### config.mk
export PLATFORM = sky130hd
export DESIGN_NAME = r22sdf_twiddle_ctrl
export DESIGN_NICKNAME = d
export VERILOG_FILES = /design/src/rtl/r22sdf_pkg.sv /design/src/rtl/r22sdf_stage_counter.sv /design/src/rtl/r22sdf_twiddle_ctrl.sv
export SDC_FILE = /design/constraint.sdc
export NUM_CORES = 1
export LEC_CHECK = 0
export CORE_UTILIZATION = 51
export CTS_BUF_LIST = sky130_fd_sc_hd__clkbuf_8
export CTS_CLUSTER_SIZE = 40
export DETAILED_ROUTE_END_ITERATION = 8
export PLACE_DENSITY = 0.78
export SETUP_SLACK_MARGIN = 0.2
export SLEW_MARGIN = 25
export SYNTH_ARGS = -nofsm -noshare
export SYNTH_HDL_FRONTEND = slang
export SYNTH_HIERARCHICAL = 1
export SYNTH_SLANG_ARGS = --single-unit
### constraint.sdc
create_clock -name clk -period 2.6 [get_ports clk]
set_input_delay 0.39 -clock clk [delete_from_list [all_inputs] [get_ports clk]]
set_output_delay 0.39 -clock clk [all_outputs]
set_load 0.005 [all_outputs]
### src/rtl/r22sdf_pkg.sv
// Shared types and helpers for the R2^2 SDF FFT control path.
package r22sdf_pkg;

    // Wide container for local indices and twiddle exponents.
    typedef logic [31:0] r22_idx_t;

    // Twiddle exponent multiplier selected by the top two index bits.
    function automatic logic [1:0] r22_fmap(input logic [1:0] q);
        logic [1:0] f;
        unique case (q)
            2'd0: f = 2'd0;
            2'd1: f = 2'd2;
            2'd2: f = 2'd1;
            default: f = 2'd3;
        endcase
        return f;
    endfunction

    // Local sub-transform length seen by a stage.
    function automatic int r22_local_len(input int log2n, input int stage);
        return 1 << (log2n - 2 * stage);
    endfunction

    // Exponent e = r * f(q) for a kw-bit local index.
    function automatic r22_idx_t r22_tw_exp(input r22_idx_t k, input int kw);
        r22_idx_t q;
        r22_idx_t r;
        r22_idx_t mask;
        mask = (r22_idx_t'(1) << (kw - 2)) - r22_idx_t'(1);
        q    = (k >> (kw - 2)) & r22_idx_t'(3);
        r    = k & mask;
        return r * r22_idx_t'(r22_fmap(q[1:0]));
    endfunction

endpackage

### src/rtl/r22sdf_stage_counter.sv
// Local index counter for one R2^2 stage with sop resync and sync error detection.
module r22sdf_stage_counter #(
    parameter int KW = 8
) (
    input  logic          clk,
    input  logic          rst_n,
    input  logic          in_valid,
    input  logic          in_sop,
    output logic [KW-1:0] idx,
    output logic          resync_err
);

    logic [KW-1:0] k_q, k_d;

    always_comb begin
        // A qualified sop forces the current sample to index 0.
        idx        = (in_valid && in_sop) ? '0 : k_q;
        resync_err = in_valid && in_sop && (k_q != '0);
        k_d        = k_q;
        if (in_valid) k_d = idx + KW'(1);
    end

    always_ff @(posedge clk) begin
        if (!rst_n) k_q <= '0;
        else        k_q <= k_d;
    end

endmodule

### src/rtl/r22sdf_twiddle_ctrl.sv
// Twiddle address and butterfly select generator for one R2^2 SDF stage.
module r22sdf_twiddle_ctrl
    import r22sdf_pkg::*;
#(
    parameter int LOG2N = 8,
    parameter int STAGE = 0,
    parameter int AW    = 8
) (
    input  logic          clk,
    input  logic          rst_n,
    input  logic          in_valid,
    input  logic          in_sop,
    output logic          out_valid,
    output logic          out_sop,
    output logic          out_eop,
    output logic          bf1_sel,
    output logic          bf2_sel,
    output logic [AW-1:0] tw_addr,
    output logic          tw_trivial,
    output logic          sync_err
);

    localparam int KW = LOG2N - 2 * STAGE;
    localparam int M  = r22_local_len(LOG2N, STAGE);

    if ((LOG2N % 2) != 0) begin : g_bad_log2n
        $fatal(1, "r22sdf_twiddle_ctrl: LOG2N must be even");
    end
    if (AW != LOG2N) begin : g_bad_aw
        $fatal(1, "r22sdf_twiddle_ctrl: AW must equal LOG2N");
    end
    if (KW < 2) begin : g_bad_stage
        $fatal(1, "r22sdf_twiddle_ctrl: LOG2N-2*STAGE must be >= 2");
    end

    logic [KW-1:0] idx;
    logic          resync_err;
    r22_idx_t      tw_exp;
    r22_idx_t      tw_full;

    r22sdf_stage_counter #(
        .KW(KW)
    ) u_counter (
        .clk        (clk),
        .rst_n      (rst_n),
        .in_valid   (in_valid),
        .in_sop     (in_sop),
        .idx        (idx),
        .resync_err (resync_err)
    );

    always_comb begin
        tw_exp  = r22_tw_exp(r22_idx_t'(idx), KW);
        // Stage s sees only every 4^s-th coefficient of the full-length ROM.
        tw_full = tw_exp << (2 * STAGE);
    end

    always_ff @(posedge clk) begin
        if (!rst_n) begin
            out_valid  <= 1'b0;
            out_sop    <= 1'b0;
            out_eop    <= 1'b0;
            bf1_sel    <= 1'b0;
            bf2_sel    <= 1'b0;
            tw_addr    <= '0;
            tw_trivial <= 1'b0;
            sync_err   <= 1'b0;
        end else begin
            out_valid <= in_valid;
            sync_err  <= resync_err;
            if (in_valid) begin
                out_sop    <= (idx == '0);
                out_eop    <= (idx == KW'(M - 1));
                bf1_sel    <= idx[KW-1];
                bf2_sel    <= idx[KW-2];
                tw_addr    <= tw_full[AW-1:0];
                tw_trivial <= (tw_exp == '0);
            end
        end
    end

endmodule

Word-level counts from Yosys, hierarchy flattened
Index checks and enable logic that the tools add are counted.

cells by class
  shifts and indexed selects = 0
  order comparisons = 0
  bitwise gates (word level) = 0
  reduce and logical (&&, ||, !) cells = 6
  add/sub/neg operators = 1
  multiply operators = 1
  divide/modulo/power cells = 0
  eq/ne operators = 3
  mux-type cells = 2

operators with widths
  kind                   count
  $logic_not A32 Y1      1
  $add A8 B1 Y8 const B  1
  $eq A8 B8 Y1 const B   1
  $logic_not A8 Y1       1
  $mul A6 B2 Y8          1
  $mux W8                1
  $reduce_bool A8 Y1     1
  $pmux W2 S3            1
  $eq A2 B1 Y1 const B   1
  $eq A2 B2 Y1 const B   1
  $logic_and A1 B1 Y1    2
  $logic_not A2 Y1       1

word-level totals
  register bits after elaboration = 23
  memories kept = 0
  memory bits (read-only) = 0
  output and inout bits = 15
  bits in latches = 0
  memory bits (writable) = 0

Logic depth before layout (Yosys ltp)
Gate-level depths: netlist of run 1.

  word-level depth = 6
  gate-level depth with buffers = 14
  depth with buffers taken out = 11

Cells and area by module
The synthesis of run 1 kept the hierarchy.

modules (own cells, without submodules)
  module                cells each  times used  sequential area each (um^2)  area each (um^2)
  r22sdf_twiddle_ctrl   99          1           300.3                        902.1
  r22sdf_stage_counter  56          1           160.2                        474.2

Worst setup path after synthesis of run 1
Ideal clock, no wire load.

  path type = input -> register
  from = input in_valid
  to = register tw_trivial
  path slack = -61 ps
  stages = 14
  data required time = 2513 ps
  path buffers = 3
  data arrival time = 2574 ps
  cell sequence = buf_6 -> nand2_1 -> clkbuf_1 -> and2_1 -> buf_4 -> and2_1 -> ha_1 -> inv_1 -> fa_1 -> nor2b_1 -> o21a_1 -> o21a_1 -> o2111ai_1 -> o31ai_1

between the ends
  cells in the longest elaborated chain, start to end = 6
  elaborated cells between the ends (all ways) = 8
  classes of those cells = mul: 1; eq/ne: 2; mux: 2; reduce/logical: 3

ends and longest elaborated chain
  element                                     RTL line                    text
  start, declared                             r22sdf_twiddle_ctrl.sv:11   input logic in_valid,
  $logic_and A1 B1 Y1 *                       r22sdf_stage_counter.sv:17  idx = (in_valid && in_sop) ? '0 : k_q;
  $mux W8 *                                   r22sdf_stage_counter.sv:17
  net idx[6]                                  r22sdf_twiddle_ctrl.sv:36   logic [KW-1:0] idx;
  $eq A2 B2 Y1, or another cell as far along  r22sdf_pkg.sv:10            unique case (q)
  $pmux W2 S3 *                               r22sdf_pkg.sv:10
  $mul A6 B2 Y8 *                             r22sdf_pkg.sv:32            return r * r22_idx_t'(r22_fmap(q[1:0]));
  $logic_not A32 Y1 *                         r22sdf_twiddle_ctrl.sv:77   tw_trivial <= (tw_exp == '0);
  end signal, assigned                        r22sdf_twiddle_ctrl.sv:77
  end, declared                               r22sdf_twiddle_ctrl.sv:19   output logic tw_trivial,

Mark *: on every way through the listed nets, which the timed path passes. The rest lies on a longest branch.
A chain may end at the register's enable or synchronous reset.

Final worst setup path of run 1
  from = input in_valid
  to = register tw_addr[6]

between the ends
  elaborated cells between the ends (all ways) = 7
  classes of those cells = mul: 1; eq/ne: 2; mux: 2; reduce/logical: 2

RTL lines
  element               RTL line                    text
  $logic_and A1 B1 Y1   r22sdf_stage_counter.sv:17
  $mux W8               r22sdf_stage_counter.sv:17
  net idx[4]            r22sdf_twiddle_ctrl.sv:36
  $mul A6 B2 Y8         r22sdf_pkg.sv:32
  end signal, assigned  r22sdf_twiddle_ctrl.sv:76   tw_addr <= tw_full[AW-1:0];
  end, declared         r22sdf_twiddle_ctrl.sv:18   output logic [AW-1:0] tw_addr,

The timed path passes the listed nets, and every way through them passes these cells.

==> results of run 1 <==
[cell families after synthesis]
family | Yosys count | synth area share, %
AOI/OAI and AO/OA | 33 | 17.45
and+or+nand+nor | 68 | 30.36
adders and majority gates | 7 | 6.909
muxes | 7 | 5.091
buffers and inverters | 15 | 5.454
DFF | 23 | 33.45
xor gates and xnor gates | 2 | 1.273
[registers in the layout (all words and copies together) (netlist names)]
name           count
out_sop            1
tw_addr            8
u_counter/k_q      8
out_valid          1
out_eop            1
bf1_sel            1
bf2_sel            1
sync_err           1
tw_trivial         1
[power breakdown]
group	leakage (nW)	switching, mW	internal, mW
Combinational	0.591	0.0311	0.0345
Sequential	0.187	0.00616	0.359
Clock	0.0255	0.123	0.107
Total	0.803	0.160	0.501
[layout make-up]
type	instances	area (um2)	share of cell area, %
Clock buffer	3	41.29	2.216
Clock inverter	1	5.005	0.2686
Inverter	9	33.78	1.813
Multi-Input combinational cell	117	904.6	48.56
Sequential cell	23	460.4	24.71
Tap cell	30	37.54	2.015
Timing Repair Buffer	45	380.4	20.42
[worst min path at each step]
stage                          start          endpoint  cells past startpoint
finish                       out_sop           out_sop                      2
global route              tw_addr[0]        tw_addr[0]                      2
CTS                       tw_addr[7]        tw_addr[7]                      2
detailed placement           out_sop           out_sop                      2
global placement          tw_addr[2]        tw_addr[2]                      1
floorplan           u_counter/k_q[7]  u_counter/k_q[7]                      2
[timing repair]
item	CTS	global route
buffers inserted	0	2
gates resized for setup	3	4
setup endpoints to repair	5	1
pin swaps	2	6
endpoints found under the hold margin	0	0
hold buffers	0	0
[cells in the final DEF, fill, tap and decap left out, types with 2 or more instances in the layout]
master           count
nor2_1               5
nor2b_1              8
clkdlybuf4s50_1     16
o211ai_1             3
or4_1                2
ha_1                 5
and2_4               5
nand2b_1             3
and2_1              13
clkbuf_8             3
dfxtp_1             23
buf_4               27
o21a_1               3
and2_2               2
inv_1                8
a21oi_1              7
nor4_1               5
o21ai_0              2
nand2_1              9
nand3_1              5
o31ai_1              3
mux2i_1              7
a21boi_0             4
dlygate4sd2_1        2
o2111ai_1            3
[through the flow]
| step | util (%) | TNS, ns | hold slack, ns |
|---|---|---|---|
| floorplan | - | 0 | 0.4622 |
| global placement | 70.29 | -0.3792 | 0.4638 |
| detailed placement | 70.29 | -0.8731 | 0.4741 |
| CTS | 72.12 | 0 | 0.4868 |
| global route | 73.86 | 0 | 0.5122 |
| finish | 73.86 | 0 | 0.4836 |
[metal layers]
layer	vias to the layer above	routed length, um	global-route usage [%]
met1	618	1574	33.68
met5	-	0	0
met2	34	1730	42.80
li1	644	-	-
met4	0	64	15.35
met3	7	141	4.802
[worst max-delay path, stage by stage]
cell and delay [ns]:
dlygate4sd2_1 0.27, nand2_4 0.10, buf_4 0.14, buf_4 0.12, and2_1 0.17, and2_1 0.16, ha_1 0.29, o21ai_1 0.10
or4b_1 0.51, nand3_1 0.13, mux2i_1 0.08, nor2b_1 0.10
==> summary by stage, run 1 <==
Die
The die covers around 2900 um2. The die is 53.95 um tall. The top-level port count is 19. The initial utilization of the core area, before any placement, comes to 54.56%. The floorplan has 18 rows. The core region area is ~2500 um2. The width of the die is 53.95 um.

Timing
The max-slew violation count is 0. For this run, the top clock speed supported by timing is about 430 MHz. For the pin with the worst max-slew slack, the measured transition is a little over 0.3 ns. The final clock skew is 0.008473 ns. The part of the cycle the worst path needs is between 80% and 90%. The normalized max-slew margin is 79.77%. Setup repair after global routing could not meet its margin everywhere.

The final-report hold violation count is 0. Across all setup checks in the final design, the least slack found is 0.2619 ns. The shortest period the worst path allows is 2.338 ns. The setup violation total in the final timing report is 0.

Pwr
The completed layout was analyzed and its total power is 0.6606 mW. The highest ir drop seen on vdd is 0.4142 mV. The power per cell area is ~350 nW/um2. For this design the static power due to leakage is 0.8032 nW.

Synth
The flip-flop and latch count after synthesis is 23. In the synthesized netlist the async set-or-reset flop fraction comes to 0%. The number of nets in the synthesized netlist is 166. The per-instance average area after synthesis is roughly 8.9 um2. The synthesized netlist contains 42 unique library cells. Ranked by total cell area, the synthesized netlist is headed by dfxtp_1 33%, and2_1 8.2%, ha_1 5.5%. Ranked by instance count, the synthesized netlist is headed by 23 x dfxtp_1, 18 x and2_1, 10 x nand2_1, 9 x inv_1, 8 x nor2b_1. The leading register cell type out of synthesis is dfxtp_1. The biggest area consumer among synthesized cells is dfxtp_1. The mapped netlist covers 1376 um2.

The count of flip-flops with a built-in enable after synthesis is 0. By instance count, the leading cell after synthesis is dfxtp_1. Yosys printed 6 warnings. The number of standard cells after synthesis is 155. For this run, the register share of the synthesized area comes to 33.45%. The area share of the leading cell type in the synthesized netlist is 33.45%.

Detailed routing
The first detailed-routing pass ran for 4 iterations. The count of nets left with antenna violations once routing finished came out at 0. The detailed router's first-iteration violation count is 48. After detailed routing, the number of vias per cell comes to about 5.7. The wire length per cell is between 15 and 20 um. For this run, design rule violations remaining after detail routing come to 0. The detailed-route wire length is 3511 um.

The routed layout has 1303 vias.

Critical path
The depth of the most critical reg-to-reg path is 9. In this run the worst path has a maximum fanout of 8. The data required time of the worst path is 2.82 ns.

The slack of the worst reg-to-reg path is 0.37 ns. In this run the critical register-to-register path is captured at tw_trivial. The launch instance of the worst register-to-register path is u_counter/k_q[0]. The startpoint of the most critical setup path is in_valid. The capturing element of the worst setup path is tw_addr[6].

The type of element launching the critical path is a primary input. The category of the most critical setup path is in2reg. The category of the worst setup path capture point is a flop. STA puts the critical path data arrival time at 2.56 ns.

Global route
Entering global routing, the biggest net connects 27 pins. The total congestion overflow after global routing is 0. The number of antenna violations at the first check in global routing is 0. Across every metal layer, demand over resource in global routing totals 26.86%. The via count of the first global-routing pass was 1290. The first global-routing pass estimated 5526 um of wire.

Clock network
The clock insertion delay at the later pin of the skew report is around 0.28 ns. The CTS tree is done. The clock root buffer is clkbuf_8. After clock tree synthesis, the clock-pin slew on the worst setup and hold paths is 0.09 ns. The number of clock sinks is 23. The longest clock path from root to sink contains 2 buffers. The number of buffers added by the clock tree synthesis step is 3.

In this run the number of H-tree levels came out at 1.

Final layout
Compared with the post-synthesis result, the final layout area differs by 35.36%. The count of filler cells inserted in the layout is between 150 and 200. With fillers left out, the area of the finished cells amounts to 1863 um2.

The number of antenna cells inserted is 0. The fraction of final layout cells with drive strength greater than 1 is 24.75%. The finished layout holds 228 standard cells, fillers aside. The net total in the final layout is 210.

Placed design
The global placement routability congestion is 0.8746. The number of placed instances, taps included, is 222. The area after detailed placement is ~1800 um2. After legalization and detailed placement, the total HPWL measured 2493 um. At the placement stage, the worst setup path has a slack of -0.2483 ns. The number of input and output port buffers inserted is 18.

Run status
The flow ran to the end, and the final reports show no timing, DRC or antenna violations.

Flow run
The tool flagged a number of max-cap violations equal to 0.

Worst hold path
The tightest min-delay check is of the reg2reg type.
Power figures use the tool's default switching activity.
==> inputs of run 2 (changes only) <==
--- a/config.mk
+++ b/config.mk
@@ -5,9 +5,10 @@
 export SDC_FILE = /design/constraint.sdc
 export NUM_CORES = 1
 export LEC_CHECK = 0
+export CAP_MARGIN = 40
 export CORE_UTILIZATION = 51
 export CTS_BUF_LIST = sky130_fd_sc_hd__clkbuf_8
-export CTS_CLUSTER_SIZE = 40
+export CTS_CLUSTER_SIZE = 30
 export DETAILED_ROUTE_END_ITERATION = 8
 export PLACE_DENSITY = 0.78
 export SETUP_SLACK_MARGIN = 0.2
==> results of run 2 <==
Final layout, timing and power as in run 1 (identical DEF).
==> RTL change 1 (flow settings as in run 1) <==
`STAGE`: 0 -> 1.
--- a/src/rtl/r22sdf_twiddle_ctrl.sv
+++ b/src/rtl/r22sdf_twiddle_ctrl.sv
@@ -5,3 +5,3 @@
     parameter int LOG2N = 8,
-    parameter int STAGE = 0,
+    parameter int STAGE = 1,
     parameter int AW    = 8
Behaviour: no difference found for any inputs over 10 cycles, from zero or initial values and one cycle with rst_n low; that may be too few to reach the edited logic, so the function may still have changed.
==> RTL change 1 against run 1 <==
- total power down 14%
- design area shrank 24%
- synthesized area decreased by 24%
- sequential cell count decreased by 4
- wire length down 37%
- largest power group unchanged
- worst setup slack better by 29 ps
- count of clock-buffer cells in the layout is the same
- utilization shrank 1.2 points
- clock power down 15%
==> RTL change 1: results (changes against run 1) <==
clk_lat worst skew=250 ps (-30 ps); CP max stage delay=560 ps (+50 ps); pre-CTS WS=-244 ps (+3.90 ps); Layout Cells excl Fill=172 (-25%); hold slack=478 ps (-5.99 ps); Post-DP HPWL=1480 um (-41%); synth top area cells=dfxtp_1, and2_1, mux2i_1, ha_1, nor2b_1; via count of the first global-routing pass=784 (-39%); worst r2r src=u_counter/k_q[4]$_SDFFE_PN0P_; flop2flop setup slack=340 ps (-30 ps); Power Clock=0.000196 W (-15%); post-synthesis mux area share=6.79% (+1.7 points); Slowest-stage cell, CP=fa_1; Fillers=165 (-7.8%); sw power=0.000128 W (-20%); Worst-Margin Slew=515 ps (+212 ps); largest registers=tw_addr x6, u_counter/k_q x6; Reg clk slew, reported paths=70 ps (-20 ps); register area share after synthesis=36.2% (+2.8 points); layout cells sized above 1=24.1% (-0.61 points); status=completed; Worst Setup EP=tw_trivial$_SDFFE_PN0P_; Seq. pwr=0.000304 W (-17%); Placed Area=0.00129 sq mm (-27%); Static Leak=0.632 nW (-21%); crit path DAT=2490 ps (-70 ps); first-pass GRT wire length=3400 um (-38%); Port Buf Inserts=16 (-2); Flop pwr share=53.7% (-1.5 points); met1 Use GR=24.4% (-9.3 points); XOR/XNOR Fraction of Synth Area=1.67% (+0.40 points); clock skew=1.03 ps (-7.44 ps); routed length on met1=936 um (-41%); VDD IR-drop max=0.336 mV (-19%)
-- RTL change 1: worst min path at each step --
stage                                       start                      end  cells past startpoint
after floorplan           tw_trivial$_SDFFE_PN0P_  tw_trivial$_SDFFE_PN0P_                      2
after detailed placement  tw_trivial$_SDFFE_PN0P_  tw_trivial$_SDFFE_PN0P_                      2
after global placement    tw_trivial$_SDFFE_PN0P_  tw_trivial$_SDFFE_PN0P_                      2
final                        out_sop$_SDFFE_PN0P_     out_sop$_SDFFE_PN0P_                      2
after global routing      tw_addr[4]$_SDFFE_PN0P_  tw_addr[4]$_SDFFE_PN0P_                      1
after CTS                    out_sop$_SDFFE_PN0P_     out_sop$_SDFFE_PN0P_                      2
-- RTL change 1: layout make-up --
cell class                      count  area [sq um]  share of cell area, %
Clock buffer                        3          41.3                   2.93
Clock inverter                      1          3.75                  0.266
Sequential cell                    19           383                   27.1
Multi-Input combinational cell     85           654                   46.4
Tap cell                           27          33.8                   2.39
Timing Repair Buffer               31           273                   19.3
Inverter                            6          22.5                   1.60
==> RTL change 2 (flow settings as in run 1) <==
Made on the original files. Register the output `sync_err` once more, cleared by the reset; this adds one clock of latency there. The other outputs are not delayed to match.
--- a/src/rtl/r22sdf_twiddle_ctrl.sv
+++ b/src/rtl/r22sdf_twiddle_ctrl.sv
@@ -24,2 +24,4 @@
     localparam int M  = r22_local_len(LOG2N, STAGE);
+
+    logic sync_err_s0;
 
@@ -66,6 +68,6 @@
             tw_trivial <= 1'b0;
-            sync_err   <= 1'b0;
+            sync_err_s0 <= 1'b0;
         end else begin
             out_valid <= in_valid;
-            sync_err  <= resync_err;
+            sync_err_s0 <= resync_err;
             if (in_valid) begin
@@ -81,2 +83,10 @@
 
+    always_ff @(posedge clk) begin
+        if (!rst_n) begin
+            sync_err <= '0;
+        end else begin
+            sync_err <= sync_err_s0;
+        end
+    end
+
 endmodule
Function: changed (Yosys sat finds a counterexample within 4 cycles, from zero or initial values and one cycle with rst_n low).
==> RTL change 2 against run 1 <==
- wire length down 5.9%
- design area fell by 1.0%
- critical path type unchanged
- clock skew is 5.8 ps lower
- synthesized area increased by 1.9%
- count of clock-buffer cells in the layout stayed put
- total power increased by 0.18%
- worst setup slack improved by 51 ps
- sequential cell count up 1
- critical endpoint is now tw_trivial$_SDFFE_PN0P_
- register-to-register slack about the same
- largest cell class unchanged
- worst hold slack worse by 45 ps
==> RTL change 2: results (changes against run 1) <==
status=completed; clock skew=2.65 ps (-5.82 ps); FF/Latch Area=482 sq um (+4.6%); register area share after synthesis=34.3% (+0.80 points); placed cells=221 (-0.45%); Placed Area=0.00178 sq mm (+0.21%); Sw Ratio=22.7% (-1.5 points); pre-CTS WS=-252 ps (-3.37 ps); M3 GR Usage=5.00% (+0.20 points); Worst Min Path Start=sync_err_s0$_SDFF_PN0_; worst r2r src=u_counter/k_q[1]$_SDFFE_PN0P_; multi-input gate count=118 (+0.85%); flops & latches, synth=24 (+4.3%); synth top area cells=dfxtp_1, and2_1, ha_1, mux2i_1, nor2b_1; hold slack=439 ps (-44.5 ps); Worst Hold End=sync_err$_SDFF_PN0_; routability cong.=0.802 (-8.3%); Post-DP HPWL=2400 um (-3.7%); Avg Cell Area, Syn=8.93 sq um (+0.61%); Flop pwr share=57.6% (+2.4 points); Layout non-clock buf frac=19.4% (-1.0 points); Initial DRC Count=29 (-40%); Static Leak=0.792 nW (-1.4%); via count of the first global-routing pass=1226 (-5.0%); Tot GR Track Use=25.2% (-1.6 points); Worst Setup EP=tw_trivial$_SDFFE_PN0P_; min Tclk post-route=2290 ps (-51.2 ps); nonclk buf count=42 (-6.7%); Final #Nets=209 (-0.48%)
==> RTL change 2: cell count changes after synthesis, sizes merged <==
cell   delta
and2      +1
dfxtp     +1
==> RTL change 2: cells by family (layout without fill, tap and decap cells) <==
logic type	count (synthesis)	in the layout	synth area share (%)
AOI/OAI and AO/OA	33	33	17.1
xor gates and xnor gates	2	2	1.25
adders and majority gates	7	7	6.78
buffers and inverters	15	54	5.35
DFF	24	24	34.3
muxes	7	7	5.00
and+or+nand+nor	69	69	30.2
==> RTL change 2: repair_timing <==
item	in CTS	in global routing
pin swaps	3	1
resized for setup	3	2
cloned	0	0
endpoints found under the hold margin	0	0
setup endpoints to repair	5	2
setup buffers	2	0
==> RTL change 2: worst max-delay path, cell delays in order <==
cell and delay [ps]:
dlygate4sd2_1 270, nand2_4 110, and2_4 170, and2_4 150, ha_4 130, inv_2 40
fa_2 400, nor2b_1 140, o21a_1 160, o21a_1 180, o2111ai_1 120, o31ai_1 200
